[config.mk]
export PLATFORM = sky130hd
export DESIGN_NAME = axi_gpio
export DESIGN_NICKNAME = d
export VERILOG_FILES = /design/src/rtl/axi_gpio_pkg.sv /design/src/rtl/gpio_debounce.sv /design/src/rtl/axi_gpio.sv
export SDC_FILE = /design/constraint.sdc
export NUM_CORES = 1
export LEC_CHECK = 0
export CAP_MARGIN = 30
export CORE_MARGIN = 4
export CORE_UTILIZATION = 59
export DETAILED_ROUTE_END_ITERATION = 8
export HOLD_SLACK_MARGIN = 0.15
export PLACE_DENSITY = 0.81
export SYNTH_ARGS = -nofsm -noshare
export SYNTH_HDL_FRONTEND = slang
export SYNTH_SLANG_ARGS = --single-unit
[constraint.sdc]
create_clock -name ACLK -period 7 [get_ports ACLK]
set_input_delay 1.05 -clock ACLK [delete_from_list [all_inputs] [get_ports ACLK]]
set_output_delay 1.05 -clock ACLK [all_outputs]
set_load 0.05 [all_outputs]
[src/rtl/axi_gpio_pkg.sv]
// Shared constants for the board GPIO peripheral: register word offsets,
// reset values and input-source geometry.
`timescale 1ns/1ps
package axi_gpio_pkg;

    localparam int NUM_SRC    = 13;
    localparam int NUM_SW     = 8;
    // Holds 16 windows of 10000 cycles (the longest debounce window at 100 MHz).
    localparam int DBNC_CNT_W = 18;

    // Word index, i.e. ADDR[5:2].
    typedef enum logic [3:0] {
        REG_LED        = 4'h0,
        REG_INPUT      = 4'h1,
        REG_INT_STS    = 4'h2,
        REG_INT_EN_SET = 4'h3,
        REG_INT_EN_CLR = 4'h4,
        REG_BTN_EDGE   = 4'h5,
        REG_INT_PEND   = 4'h6,
        REG_DBNC_EN    = 4'h8,
        REG_DBNC_TIME  = 4'h9,
        REG_INT_TEST   = 4'hB
    } reg_idx_e;

    localparam logic [7:0]         RST_LED       = 8'h00;
    localparam logic [NUM_SRC-1:0] RST_INT_STS   = 13'h0000;
    localparam logic [NUM_SRC-1:0] RST_INT_EN    = 13'h0000;
    localparam logic [NUM_SRC-1:0] RST_BTN_EDGE  = 13'h001F;
    localparam logic [NUM_SRC-1:0] RST_DBNC_EN   = 13'h1FFF;
    localparam logic [3:0]         RST_DBNC_TIME = 4'h0;
    localparam logic [NUM_SRC-1:0] BTN_EDGE_MASK = 13'h1F1F;

endpackage

[src/rtl/gpio_debounce.sv]
// One input source: 2-flop synchroniser, optional stability filter and
// registered rise/fall pulses of the filtered level.
`timescale 1ns/1ps
module gpio_debounce
    import axi_gpio_pkg::*;
#(
    parameter int CLK_PER_100US = 10000
)(
    input  logic       clk,
    input  logic       rst_n,
    input  logic       din,
    input  logic       dbnc_en,
    input  logic [3:0] dbnc_time,
    input  logic       restart,
    output logic       filt,
    output logic       rise,
    output logic       fall
);

    localparam logic [DBNC_CNT_W-1:0] UNIT = DBNC_CNT_W'(CLK_PER_100US);

    logic                  sync1_reg, sync2_reg;
    logic                  filt_reg, filt_next;
    logic                  rise_reg, fall_reg;
    logic [2:0]            prime_reg;
    logic [DBNC_CNT_W-1:0] cnt_reg, cnt_next;
    logic [DBNC_CNT_W-1:0] limit;

    assign limit = (DBNC_CNT_W'(dbnc_time) + DBNC_CNT_W'(1)) * UNIT - DBNC_CNT_W'(1);

    // Until the synchroniser holds a real sample, the filter just tracks it
    // so that reset release never looks like an edge.
    always_comb begin
        filt_next = filt_reg;
        cnt_next  = '0;
        if (!prime_reg[2] || !dbnc_en) begin
            filt_next = sync2_reg;
        end else if (!restart && (sync2_reg != filt_reg)) begin
            if (cnt_reg == limit)
                filt_next = sync2_reg;
            else
                cnt_next = cnt_reg + DBNC_CNT_W'(1);
        end
    end

    always_ff @(posedge clk or negedge rst_n) begin
        if (!rst_n) begin
            sync1_reg <= 1'b0;
            sync2_reg <= 1'b0;
            filt_reg  <= 1'b0;
            rise_reg  <= 1'b0;
            fall_reg  <= 1'b0;
            prime_reg <= '0;
            cnt_reg   <= '0;
        end else begin
            sync1_reg <= din;
            sync2_reg <= sync1_reg;
            prime_reg <= {prime_reg[1:0], 1'b1};
            filt_reg  <= filt_next;
            cnt_reg   <= cnt_next;
            rise_reg  <= prime_reg[2] &  filt_next & ~filt_reg;
            fall_reg  <= prime_reg[2] & ~filt_next &  filt_reg;
        end
    end

    assign filt = filt_reg;
    assign rise = rise_reg;
    assign fall = fall_reg;

endmodule

[src/rtl/axi_gpio.sv]
// AXI4-Lite GPIO peripheral: LED register, filtered switch/button inputs,
// sticky edge status with enable mask and a registered level interrupt.
`timescale 1ns/1ps
module axi_gpio
    import axi_gpio_pkg::*;
#(
    parameter int C_S_AXI_DATA_WIDTH = 32,
    parameter int C_S_AXI_ADDR_WIDTH = 32,
    parameter int CLK_PER_100US      = 10000
)(
    input  logic                            ACLK,
    input  logic                            ARESETn,
    input  logic                            AWVALID,
    output logic                            AWREADY,
    input  logic [C_S_AXI_ADDR_WIDTH-1:0]   AWADDR,
    input  logic [2:0]                      AWPROT,
    input  logic                            WVALID,
    output logic                            WREADY,
    input  logic [C_S_AXI_DATA_WIDTH-1:0]   WDATA,
    input  logic [C_S_AXI_DATA_WIDTH/8-1:0] WSTRB,
    output logic                            BVALID,
    input  logic                            BREADY,
    output logic [1:0]                      BRESP,
    input  logic                            ARVALID,
    output logic                            ARREADY,
    input  logic [C_S_AXI_ADDR_WIDTH-1:0]   ARADDR,
    input  logic [2:0]                      ARPROT,
    output logic                            RVALID,
    input  logic                            RREADY,
    output logic [C_S_AXI_DATA_WIDTH-1:0]   RDATA,
    output logic [1:0]                      RRESP,
    output logic [7:0]                      led,
    input  logic [7:0]                      switch,
    input  logic [4:0]                      button,
    output logic                            interrupt
);

    localparam int DW = C_S_AXI_DATA_WIDTH;

    logic                awready_reg, bvalid_reg, arready_reg, rvalid_reg, irq_reg;
    logic [DW-1:0]       rdata_reg, rdata_next;
    logic [7:0]          led_reg, led_next;
    logic [NUM_SRC-1:0]  sts_reg, sts_next, en_reg, en_next, edge_reg, edge_next;
    logic [NUM_SRC-1:0]  dbnc_en_reg, dbnc_en_next, sts_clr, sts_test;
    logic [3:0]          time_reg, time_next;
    logic [NUM_SRC-1:0]  src, filt, rise, fall, rise_en, fall_en, evt, restart;
    logic [DW-1:0]       wmask, wbits;
    logic [3:0]          wr_idx, rd_idx;
    logic                wr_fire, rd_fire;
    logic                unused_ok;

    assign src     = {button, switch};
    assign wr_idx  = AWADDR[5:2];
    assign rd_idx  = ARADDR[5:2];
    assign wr_fire = awready_reg & AWVALID & WVALID;
    assign rd_fire = arready_reg & ARVALID;
    assign wbits   = WDATA & wmask;

    for (genvar gi = 0; gi < DW/8; gi++) begin : g_strb
        assign wmask[gi*8 +: 8] = {8{WSTRB[gi]}};
    end

    // Switches report both edges; buttons use the BTN_EDGE rise/fall masks.
    for (genvar gi = 0; gi < NUM_SRC; gi++) begin : g_src
        if (gi < NUM_SW) begin : g_sw
            assign rise_en[gi] = 1'b1;
            assign fall_en[gi] = 1'b1;
        end else begin : g_btn
            assign rise_en[gi] = edge_reg[gi-NUM_SW];
            assign fall_en[gi] = edge_reg[gi];
        end
        assign evt[gi] = (rise[gi] & rise_en[gi]) | (fall[gi] & fall_en[gi]);

        gpio_debounce #(.CLK_PER_100US(CLK_PER_100US)) u_dbnc (
            .clk       (ACLK),
            .rst_n     (ARESETn),
            .din       (src[gi]),
            .dbnc_en   (dbnc_en_reg[gi]),
            .dbnc_time (time_reg),
            .restart   (restart[gi]),
            .filt      (filt[gi]),
            .rise      (rise[gi]),
            .fall      (fall[gi])
        );
    end

    always_comb begin
        led_next     = led_reg;
        en_next      = en_reg;
        edge_next    = edge_reg;
        dbnc_en_next = dbnc_en_reg;
        time_next    = time_reg;
        sts_clr      = '0;
        sts_test     = '0;
        if (wr_fire) begin
            case (wr_idx)
                REG_LED:        led_next     = (led_reg & ~wmask[7:0]) | wbits[7:0];
                REG_INT_STS:    sts_clr      = wbits[NUM_SRC-1:0];
                REG_INT_EN_SET: en_next      = en_reg | wbits[NUM_SRC-1:0];
                REG_INT_EN_CLR: en_next      = en_reg & ~wbits[NUM_SRC-1:0];
                REG_BTN_EDGE:   edge_next    = ((edge_reg & ~wmask[NUM_SRC-1:0]) | wbits[NUM_SRC-1:0])
                                               & BTN_EDGE_MASK;
                REG_DBNC_EN:    dbnc_en_next = (dbnc_en_reg & ~wmask[NUM_SRC-1:0]) | wbits[NUM_SRC-1:0];
                REG_DBNC_TIME:  time_next    = (time_reg & ~wmask[3:0]) | wbits[3:0];
                REG_INT_TEST:   sts_test     = wbits[NUM_SRC-1:0];
                default:        ;
            endcase
        end
        // Hardware/test sets are applied after the clear so they win a collision.
        sts_next = (sts_reg & ~sts_clr) | evt | sts_test;
    end

    assign restart = (dbnc_en_next ^ dbnc_en_reg) | {NUM_SRC{time_next != time_reg}};

    always_comb begin
        rdata_next = '0;
        case (rd_idx)
            REG_LED:        rdata_next[7:0]         = led_reg;
            REG_INPUT:      rdata_next[NUM_SRC-1:0] = filt;
            REG_INT_STS:    rdata_next[NUM_SRC-1:0] = sts_reg;
            REG_INT_EN_SET: rdata_next[NUM_SRC-1:0] = en_reg;
            REG_INT_EN_CLR: rdata_next[NUM_SRC-1:0] = en_reg;
            REG_BTN_EDGE:   rdata_next[NUM_SRC-1:0] = edge_reg;
            REG_INT_PEND:   rdata_next[NUM_SRC-1:0] = sts_reg & en_reg;
            REG_DBNC_EN:    rdata_next[NUM_SRC-1:0] = dbnc_en_reg;
            REG_DBNC_TIME:  rdata_next[3:0]         = time_reg;
            default:        ;
        endcase
    end

    always_ff @(posedge ACLK or negedge ARESETn) begin
        if (!ARESETn) begin
            awready_reg <= 1'b0;
            bvalid_reg  <= 1'b0;
            arready_reg <= 1'b1;
            rvalid_reg  <= 1'b0;
            rdata_reg   <= '0;
            irq_reg     <= 1'b0;
            led_reg     <= RST_LED;
            sts_reg     <= RST_INT_STS;
            en_reg      <= RST_INT_EN;
            edge_reg    <= RST_BTN_EDGE;
            dbnc_en_reg <= RST_DBNC_EN;
            time_reg    <= RST_DBNC_TIME;
        end else begin
            awready_reg <= !awready_reg && !bvalid_reg && AWVALID && WVALID;
            if (wr_fire)
                bvalid_reg <= 1'b1;
            else if (bvalid_reg && BREADY)
                bvalid_reg <= 1'b0;

            if (rd_fire) begin
                arready_reg <= 1'b0;
                rvalid_reg  <= 1'b1;
                rdata_reg   <= rdata_next;
            end else if (rvalid_reg && RREADY) begin
                arready_reg <= 1'b1;
                rvalid_reg  <= 1'b0;
            end

            irq_reg     <= |(sts_reg & en_reg);
            led_reg     <= led_next;
            sts_reg     <= sts_next;
            en_reg      <= en_next;
            edge_reg    <= edge_next;
            dbnc_en_reg <= dbnc_en_next;
            time_reg    <= time_next;
        end
    end

    assign AWREADY   = awready_reg;
    assign WREADY    = awready_reg;
    assign BVALID    = bvalid_reg;
    assign BRESP     = 2'b00;
    assign ARREADY   = arready_reg;
    assign RVALID    = rvalid_reg;
    assign RDATA     = rdata_reg;
    assign RRESP     = 2'b00;
    assign led       = led_reg;
    assign interrupt = irq_reg;

    assign unused_ok = ^{AWPROT, ARPROT, AWADDR[C_S_AXI_ADDR_WIDTH-1:6], AWADDR[1:0],
                         ARADDR[C_S_AXI_ADDR_WIDTH-1:6], ARADDR[1:0], wbits[DW-1:NUM_SRC]};

endmodule

==> impl_metrics.json, run 1 <==
{
  "yosys-top-cells-area": "dfrtp_1, xnor2_1, xor2_1",
  "finalSetupTns_ns": 0,
  "worst_pin_slew_ns": 1.114,
  "cts_resized": 0,
  "fillers": 2717,
  "busiest_layer": "met2",
  "portBuffers": 69,
  "p_per_area_nw_per_um2": 213.9,
  "area_growth_pct": 11.72,
  "leakage_nw": 9.993,
  "dp_hpwl_mm": 38.55,
  "period_share": 0.9221,
  "clkLatencyLatePin_ns": 0.55,
  "cts-htree-levels": 2,
  "cts_buffers": 41,
  "synth_ff_type": "dfrtp_1",
  "finalHoldViolations": 0,
  "clock_skew_ns": 0.01215,
  "netlist.area_leader.share": 0.4145,
  "root_buffer": "clkbuf_16",
  "cp-end-kind": "register",
  "syn_inst": 2180,
  "synth_seq_cells": 381,
  "syn_area_per_cell_sq_um": 10.02,
  "dieArea_sq_um": 40180,
  "synth_commonest_cells": "dfrtp_1, xnor2_1, nor2_1",
  "outcome": "finished clean",
  "fmax_mhz": 154.9,
  "ctsHoldBuffers": 0,
  "drive_above_1_share": 0.1003,
  "wl_mm": 55.64,
  "gr-usage-met3": 0.05250,
  "dr.pass1.iters": 6,
  "ys_seq_area_frac": 0.4374,
  "synth_edf_count": 0,
  "reg2reg_depth": 17,
  "drt_iter0_drc": 1566,
  "die_h_um": 200.5,
  "drc": 0,
  "clockBufferDepth": 3,
  "crit_required_ns": 7.46,
  "nets": 2389,
  "path_max_fanout": 18,
  "grt_first_pass_wirelength_mm": 89.51,
  "start_kind": "register",
  "reg2reg_to": "g_src[11].u_dbnc.cnt_reg[6]",
  "setup_viol": 0,
  "min_period_ns": 6.454,
  "clkSinkCount": 381,
  "vias": 16930,
  "coreArea_sq_um": 36610,
  "io-pin-count": 176,
  "wl_per_cell_um": 20.45,
  "grt_pass1_vias": 17000,
  "grt.overflow.total": 0,
  "diodes": 0,
  "largest_reg_flops": 234,
  "viasPerCell": 6.222,
  "min_path_cells": 0,
  "met1_usage": 0.3701,
  "post_cts_buffers": 0,
  "ant_nets": 0,
  "antenna_found_initial": 0,
  "peakVddDrop_uv": 195.9,
  "synth_most_common_cell": "dfrtp_1",
  "place_congestion": 0.9518,
  "start_util": 0.5969,
  "slew_viol_final": 0,
  "synthArstFlopShare": 1.000,
  "tritoncts": "yes",
  "grt_start_max_net_pins": 171,
  "syn_area_sq_um": 21850,
  "regToRegSetupSlack_ns": 0.55,
  "whs_endpoint": "g_src[0].u_dbnc.prime_reg[2]",
  "slew_headroom": 0.2512,
  "maxCapViolCount": 0,
  "synth_cell_types": 92,
  "yosys.area.top_type": "dfrtp_1",
  "rsz0062_at_grt": "false",
  "critPathArrivalTime_ns": 6.92,
  "die_w_um": 200.5,
  "met2_usage": 0.4409,
  "cts.clk_slew.worst_paths_ns": 0.06,
  "holdWs_ns": 0.3435,
  "rows": 70,
  "hp-start": "g_src[12].u_dbnc.prime_reg[1]",
  "hold_path_class": "reg -> reg",
  "grt_usage": 0.2710,
  "worstSetupPathType": "reg -> reg",
  "r2r_start": "time_reg[1]",
  "ys_warn_count": 0
}
==> worst max path at each step <==
stage / depth (start not counted) / from / slack, ns / endpoint
after floorplan: 23 / time_reg[0] / 0.68 / g_src[9].u_dbnc.cnt_reg[13]
after global placement: 18 / time_reg[1] / 0.95 / g_src[9].u_dbnc.cnt_reg[2]
after detailed placement: 18 / time_reg[1] / 0.80 / g_src[9].u_dbnc.cnt_reg[8]
after CTS: 18 / time_reg[1] / 0.64 / g_src[11].u_dbnc.cnt_reg[11]
after global routing: 18 / time_reg[1] / 0.32 / g_src[11].u_dbnc.cnt_reg[6]
final: 17 / time_reg[1] / 0.55 / g_src[11].u_dbnc.cnt_reg[6]
==> critical path, cell delays in order (launching register included) <==
cell and delay, ns:
dfrtp_1 0.38, and2_1 0.23, nand2_1 0.09, xnor2_1 0.44, inv_1 0.24, fa_1 0.57, inv_1 0.05, ha_1 0.29
ha_1 0.31, ha_1 0.34, or3_1 0.56, nand2_1 0.28, a311o_1 0.39, and2_1 0.73, xor2_1 0.18, and4_1 0.32
or3b_1 0.71, nor2_1 0.21
==> power breakdown <==
group          switching [mW]  total (mW)  internal, mW  leakage, nW
logic                   0.421       0.639         0.218         4.22
registers              0.0425        2.30          2.26         5.07
clock network           0.909        2.28          1.37        0.706
total                    1.37        5.22          3.85         9.99
==> stage by stage <==
step | cell area [sq um] | utilization | instances | power [mW] | setup WS, ns
CTS | 24410 | 0.6668 | 2721 | 5.243 | 0.6411
global route | 24410 | 0.6668 | 2721 | 5.389 | 0.3185
detailed placement | 22980 | 0.6276 | 2645 | 2.966 | 0.8019
floorplan | 21930 | - | 2202 | 2.730 | 0.6827
global placement | 22950 | 0.6268 | 2642 | 2.948 | 0.9522
finish | 24410 | 0.6668 | 2721 | 5.222 | 0.5456
==> kinds of logic (layout without fill, tap and decap cells) <==
group,count (synthesis),in the layout,share of synthesized area
xor+xnor,415,415,0.1876
compound gates,264,264,0.08491
flops,381,381,0.4374
other cells,2,24,0.0003437
buf+inv,188,239,0.03945
mux,55,55,0.02800
fa+ha+maj,43,43,0.02600
simple gates,832,832,0.1963
==> cell usage in the layout (no fill, tap or decap), drive strengths merged, types with 63 or more instances in the layout <==
cell / Yosys / final
nand2: 145 / 145
nor2: 229 / 229
xor2: 159 / 159
clkdlybuf4s50: 0 / 68
dfrtp: 362 / 362
clkbuf: 86 / 63
nor3: 72 / 72
xnor2: 226 / 226
nand3: 104 / 104
==> layout make-up <==
| class | instances | area, sq um | area share |
|---|---|---|---|
| flip-flops and latches | 381 | 9558 | 0.3915 |
| well taps | 468 | 585.6 | 0.02399 |
| multi-input cells | 1633 | 11570 | 0.4741 |
| inverters | 46 | 172.7 | 0.007073 |
| clock inverters | 13 | 152.6 | 0.006253 |
| clock buffers | 63 | 1281 | 0.05248 |
| repair buffers | 117 | 1089 | 0.04459 |
==> metal layers <==
layer / share of wire / wire (um)
met1: 0.41 / 22840
met2: 0.48 / 26480
met3: 0.083 / 4590
met4: 0.031 / 1718
met5: 0 / 0
No activity file was read; power rests on OpenSTA's default activity.
==> run 2, diff against run 1 <==
Settings changed: MAX_ROUTING_LAYER set to met4, PLACE_DENSITY 0.81 to 0.84.
Clock period 7 ns to 6.9 ns, I/O delays scaled along.
==> impl_metrics.json, run 2 (synthesis gave the netlist of run 1 again) <==
{
  "finalHoldViolations": 0,
  "min_period_ns": 6.504,
  "net-switching-power_mw": 1.359,
  "place_inst": 2646,
  "wl_per_cell_um": 20.70,
  "post_cts_buffers": 0,
  "dr.pass1.iters": 5,
  "io-pin-count": 176,
  "vias": 17010,
  "mostFrequentLayoutCells": "dfrtp_1, xnor2_1, nor2_1, xor2_1, nand2_1",
  "wl_mm": 56.24,
  "fmax_mhz": 153.8,
  "regArea_sq_um": 9558,
  "final_common_cell": "dfrtp_1",
  "p_per_area_nw_per_um2": 206.5,
  "cts_buffers": 39,
  "cp-end-kind": "register",
  "setup_viol": 0,
  "grt_first_pass_wirelength_mm": 91.20,
  "switching_share": 0.2725,
  "start_kind": "register",
  "hold_path_class": "reg -> reg",
  "slew_viol_final": 0,
  "power.share.combinational": 0.132,
  "largest_reg_flops": 234,
  "cts.clk_slew.worst_paths_ns": 0.06,
  "leakage_nw": 9.854,
  "period_share": 0.9426,
  "clkSinkCount": 381,
  "drt_iter0_drc": 1447,
  "dp_hpwl_mm": 38.70,
  "die_h_um": 200.5,
  "crit_required_ns": 7.37,
  "maxCapViolCount": 0,
  "drc": 0,
  "drive_above_1_share": 0.09249,
  "finalSetupTns_ns": 0,
  "area_growth_pct": 10.51,
  "slew_headroom": 0.2916,
  "clock_skew_ns": 0.01349,
  "seqPwrFrac": 0.468,
  "grt_start_max_net_pins": 142,
  "dieArea_sq_um": 40180,
  "p_int_mw": 3.628,
  "die_w_um": 200.5,
  "place_congestion": 0.8940,
  "worstSetupPathType": "reg -> reg",
  "viasPerCell": 6.262,
  "root_buffer": "clkbuf_16",
  "rows": 70,
  "clkLatencyLatePin_ns": 0.55,
  "clockBufferDepth": 3,
  "critPathArrivalTime_ns": 6.97,
  "peakVddDrop_uv": 161.3,
  "cts_resized": 0,
  "diodes": 0,
  "fillers": 2753,
  "cts-htree-levels": 2,
  "antenna_found_initial": 0,
  "grt_usage": 0.2843,
  "portBuffers": 69,
  "grt.overflow.total": 0,
  "worst_pin_slew_ns": 1.059,
  "ctsHoldBuffers": 0,
  "ant_nets": 0,
  "outcome": "finished clean",
  "clkPwrFrac": 0.399,
  "tritoncts": "yes",
  "path_max_fanout": 18,
  "start_util": 0.5969,
  "nets": 2388,
  "coreArea_sq_um": 36610,
  "multi_input_area_sq_um": 11580,
  "stdcell_count": 2717,
  "grt_pass1_vias": 17300,
  "rsz0062_at_grt": "false"
}
==> run 2: cell types whose count changed in the layout (fill, tap and decap cells not counted), sizes merged <==
cell / before / now
bufinv: 3 / 0
clkinv: 7 / 4
clkinvlp: 2 / 0
inv: 47 / 49
buf: 49 / 50
clkbuf: 63 / 64
==> run 2: per-stage QoR <==
| stage | cell area [sq um] | hold WS (ns) | util | power, mW | setup WS [ns] |
|---|---|---|---|---|---|
| 2_1_floorplan | 21930 | 0.3312 | - | 2.770 | 0.5827 |
| 3_3_place_gp | 22920 | 0.3323 | 0.6260 | 2.999 | 0.7234 |
| 3_5_place_dp | 22980 | 0.3355 | 0.6278 | 3.024 | 0.5447 |
| 4_1_cts | 24150 | 0.3467 | 0.6596 | 5.003 | 0.5051 |
| 5_1_grt | 24150 | 0.3478 | 0.6596 | 5.159 | 0.1391 |
| 6_report | 24150 | 0.3453 | 0.6596 | 4.987 | 0.3962 |
==> run 2: layer usage <==
| metal | GRT usage | part of all wire | vias to the layer above |
|---|---|---|---|
| met5 | - | 0 | - |
| met4 | 0.1146 | 0.042 | 0 |
| met3 | 0.04733 | 0.078 | 180 |
| met2 | 0.4592 | 0.48 | 703 |
| met1 | 0.3616 | 0.40 | 8459 |
| li1 | - | - | 7671 |
==> run 2: cell type report <==
cell class / count / area share
timing repair buffer: 118 / 0.04502
tap: 468 / 0.02425
clock buffer: 64 / 0.04637
inverter: 46 / 0.007150
sequential: 381 / 0.3958
multi-input combinational: 1633 / 0.4795
clock inverter: 7 / 0.001917
==> run 2: power by group through the flow <==
stage,sequential [mW],clock (mW),combinational [mW]
final,2.34,1.99,0.660
after global routing,2.34,2.12,0.702
after CTS,2.33,2.01,0.656
after detailed placement,2.37,0,0.651
after global placement,2.37,0,0.629
after floorplan,2.43,0,0.338
==> run 2: critical path, cell delays in order, from the launching register on <==
cell     delay [ns]
dfrtp_1        0.60
ha_1           0.33
xor2_1         0.45
ha_1           0.34
ha_1           0.28
ha_1           0.30
ha_1           0.38
and3_1         0.23
o21ai_1        0.71
nand2_1        0.33
a311o_1        0.55
and2_1         0.42
buf_4          0.26
xor2_1         0.14
and4_1         0.28
or3b_1         0.41
buf_4          0.22
nor2_1         0.16
==> run 2: worst paths after layout <==
check / start / to / slack, ns / depth (start not counted)
setup / recovery: time_reg[0] / g_src[11].u_dbnc.cnt_reg[13] / 0.40 / 17
hold / removal: g_src[2].u_dbnc.sync1_reg / g_src[2].u_dbnc.sync2_reg / 0.35 / 0
setup reg to reg: time_reg[0] / g_src[11].u_dbnc.cnt_reg[13] / 0.40 / 17
hold reg to reg: g_src[2].u_dbnc.sync1_reg / g_src[2].u_dbnc.sync2_reg / 0.35 / 0
max in group asynchronous: ARESETn / g_src[0].u_dbnc.cnt_reg[16] / 4.90 / 2
min in group asynchronous: ARESETn / g_src[6].u_dbnc.cnt_reg[12] / 0.52 / 1
==> run 3, diff against run 2 <==
Settings changed: CORE_UTILIZATION 59 to 63, PLACE_DENSITY 0.84 to 0.86, SYNTH_HIERARCHICAL set to 1.
==> impl_metrics.json, run 3 <==
{
  "grt_usage": 0.2765,
  "synthSimpleGateAreaFrac": 0.2009,
  "clkSinkCount": 417,
  "whs_endpoint": "g_src[8].u_dbnc/prime_reg[1]",
  "path_max_fanout": 43,
  "fillers": 3928,
  "p_per_area_nw_per_um2": 167.5,
  "vias": 27560,
  "syn_area_per_cell_sq_um": 9.513,
  "finalHoldViolations": 0,
  "regToRegSetupSlack_ns": 0.87,
  "regArea_sq_um": 10470,
  "critPathBufInv": 2,
  "slew_viol_final": 0,
  "power.share.combinational": 0.200,
  "tritoncts": "yes",
  "netlist.area_leader.share": 0.2849,
  "reg2reg_depth": 17,
  "ys_warn_count": 6,
  "ctsHoldBuffers": 0,
  "power_mw": 6.342,
  "maxCapViolCount": 0,
  "switching_share": 0.2977,
  "grt_first_pass_wirelength_mm": 134.9,
  "dr.pass1.iters": 6,
  "net-switching-power_mw": 1.888,
  "grt_pass1_vias": 27620,
  "synthArstFlopShare": 1.000,
  "synth_seq_cells": 417,
  "dp_hpwl_mm": 58.27,
  "critical_path.slowest_cell": "dfrtp_4",
  "clock_skew_ns": 0.03274,
  "path_cells": "buf_4, nand3_1, xor2_1, fa_1, inv_1, ha_1, fa_1, ha_1, and3_1, a221oi_2, nor4bb_1, nor3_2, nand4bb_1, a2111oi_2, nand4_2, nand3_2, mux2_4",
  "met1_usage": 0.3459,
  "io-pin-count": 176,
  "area_growth_pct": 8.307,
  "busiest_layer": "met2",
  "synth_top_family_by_area": "simple AND/OR/NAND/NOR gates",
  "synth_cell_types": 113,
  "crit_required_ns": 7.37,
  "finalSetupTns_ns": 0,
  "place_congestion": 0.9082,
  "wl_per_cell_um": 17.96,
  "worstSetupPathType": "reg -> reg",
  "outcome": "finished clean",
  "viasPerCell": 6.080,
  "mostFrequentLayoutCells": "dfrtp_1, xnor2_1, nor2_1, ha_1, nand2_1",
  "synth_mux_area_frac": 0.02559,
  "cts_resized": 0,
  "min_path_cells": 0,
  "drc": 0,
  "synth_commonest_cells": "dfrtp_1, xnor2_1, nor2_1",
  "dieArea_sq_um": 59320,
  "synth-adder-area-share": 0.1554,
  "root_buffer": "clkbuf_16",
  "synth_xor_area_frac": 0.1548,
  "cp-end-kind": "register",
  "p_int_mw": 4.454,
  "grt.overflow.total": 0,
  "antenna_found_initial": 8,
  "peakVddDrop_uv": 221.8,
  "cp_top_family": "adder cells",
  "largest_reg_flops": 234,
  "synth_most_common_cell": "dfrtp_1",
  "ant_nets": 0,
  "start_util": 0.6358,
  "wl_mm": 81.40,
  "start_kind": "register",
  "rows": 86,
  "worst_pin_slew_ns": 1.054,
  "gr-usage-met3": 0.03687,
  "synth_edf_count": 0,
  "ys_seq_area_frac": 0.2992,
  "slew_headroom": 0.2953,
  "nets": 4271,
  "grt_start_max_net_pins": 184,
  "cpPeakStageDelay_ns": 0.86,
  "die_h_um": 243.6,
  "post_cts_buffers": 0,
  "yosys-top-cells-area": "dfrtp_1, ha_1, xnor2_1",
  "final_common_cell": "dfrtp_1",
  "hp-start": "g_src[8].u_dbnc/prime_reg[0]",
  "clockBufferDepth": 3,
  "syn_inst": 3675,
  "min_period_ns": 6.027,
  "multi_input_area_sq_um": 23300,
  "die_w_um": 243.6,
  "leakage_nw": 16.99,
  "setup_viol": 0,
  "period_share": 0.8734,
  "seqPwrFrac": 0.410,
  "clkPwrFrac": 0.390,
  "fmax_mhz": 165.9,
  "rsz0062_at_grt": "false",
  "cts.clk_slew.worst_paths_ns": 0.06,
  "synth_ff_type": "dfrtp_1",
  "r2r_start": "time_reg[2]",
  "synth_compound_area_frac": 0.1258,
  "reg2reg_to": "g_src[6].u_dbnc/filt",
  "holdWs_ns": 0.3387,
  "coreArea_sq_um": 54990,
  "syn_area_sq_um": 34960,
  "drive_above_1_share": 0.09984,
  "critPathArrivalTime_ns": 6.49,
  "portBuffers": 69,
  "clkLatencyLatePin_ns": 0.58,
  "drt_iter0_drc": 2005,
  "cts-htree-levels": 2,
  "met2_usage": 0.4654,
  "hold_path_class": "reg -> reg",
  "cts_buffers": 44,
  "yosys.area.top_type": "dfrtp_1"
}
[run 3: cell count changes after synthesis, sizes merged, moves of 47 or more]
cell,before,now
ha,39,351
fa,4,52
clkbuf,86,16
a211oi,2,49
nor2,229,390
xnor2,226,384
inv,46,193
xor2,159,207
nand2,145,273
nand3,104,165
o21ai,50,116
[run 3: cell type report]
type,count,area share
Antenna cell,8,0.0005287
Clock buffer,60,0.03278
Clock inverter,20,0.006972
Inverter,193,0.01913
Multi-Input combinational cell,2999,0.6154
Sequential cell,417,0.2766
Tap cell,748,0.02472
Timing Repair Buffer,87,0.02392
[run 3: kinds of logic (layout without fill, tap and decap cells)]
| group | count (synthesis) | count (layout) |
|---|---|---|
| buffers and inverters | 281 | 360 |
| xor gates and xnor gates | 601 | 601 |
| adders and majority gates | 403 | 403 |
| muxes | 76 | 76 |
| AOI/OAI and AO/OA | 568 | 568 |
| DFF | 417 | 417 |
| other | 14 | 44 |
| and+or+nand+nor | 1315 | 1315 |
[run 3: stage by stage]
stage	cell area, sq um	util	setup slack (ns)	std cells
2_1_floorplan	35040	-	0.7271	3697
3_3_place_gp	36340	0.6609	1.036	4444
3_5_place_dp	36340	0.6609	0.8482	4444
4_1_cts	37840	0.6883	0.8706	4524
5_1_grt	37860	0.6886	0.5130	4532
6_report	37860	0.6886	0.8734	4532
[run 3: power groups by stage]
stage | sequential, mW | combinational (mW) | clock [mW]
3_3_place_gp | 2.64 | 1.21 | 0
6_report | 2.60 | 1.27 | 2.48
4_1_cts | 2.60 | 1.26 | 2.50
3_5_place_dp | 2.64 | 1.25 | 0
5_1_grt | 2.61 | 1.39 | 2.60
2_1_floorplan | 2.71 | 0.825 | 0
[run 3: metal layers]
| layer | part of all wire | wire length, um | vias to the layer above |
|---|---|---|---|
| met5 | 0 | 0 | - |
| met4 | 0.029 | 2342 | 0 |
| met3 | 0.060 | 4855 | 156 |
| met2 | 0.49 | 39760 | 810 |
| met1 | 0.42 | 34450 | 13450 |
| li1 | - | - | 13140 |
[run 3: how the worst max path moves through the flow]
stage | from | end | slack [ns] | cells after the start
after floorplan | time_reg[1] | g_src[12].u_dbnc/cnt_reg[10] | 0.73 | 18
final | time_reg[2] | g_src[6].u_dbnc/filt | 0.87 | 17
after detailed placement | time_reg[2] | g_src[6].u_dbnc/filt | 0.85 | 17
after CTS | time_reg[2] | g_src[6].u_dbnc/filt | 0.87 | 17
after global routing | time_reg[1] | g_src[8].u_dbnc/cnt_reg[11] | 0.51 | 18
after global placement | time_reg[2] | g_src[12].u_dbnc/cnt_reg[15] | 1.04 | 16
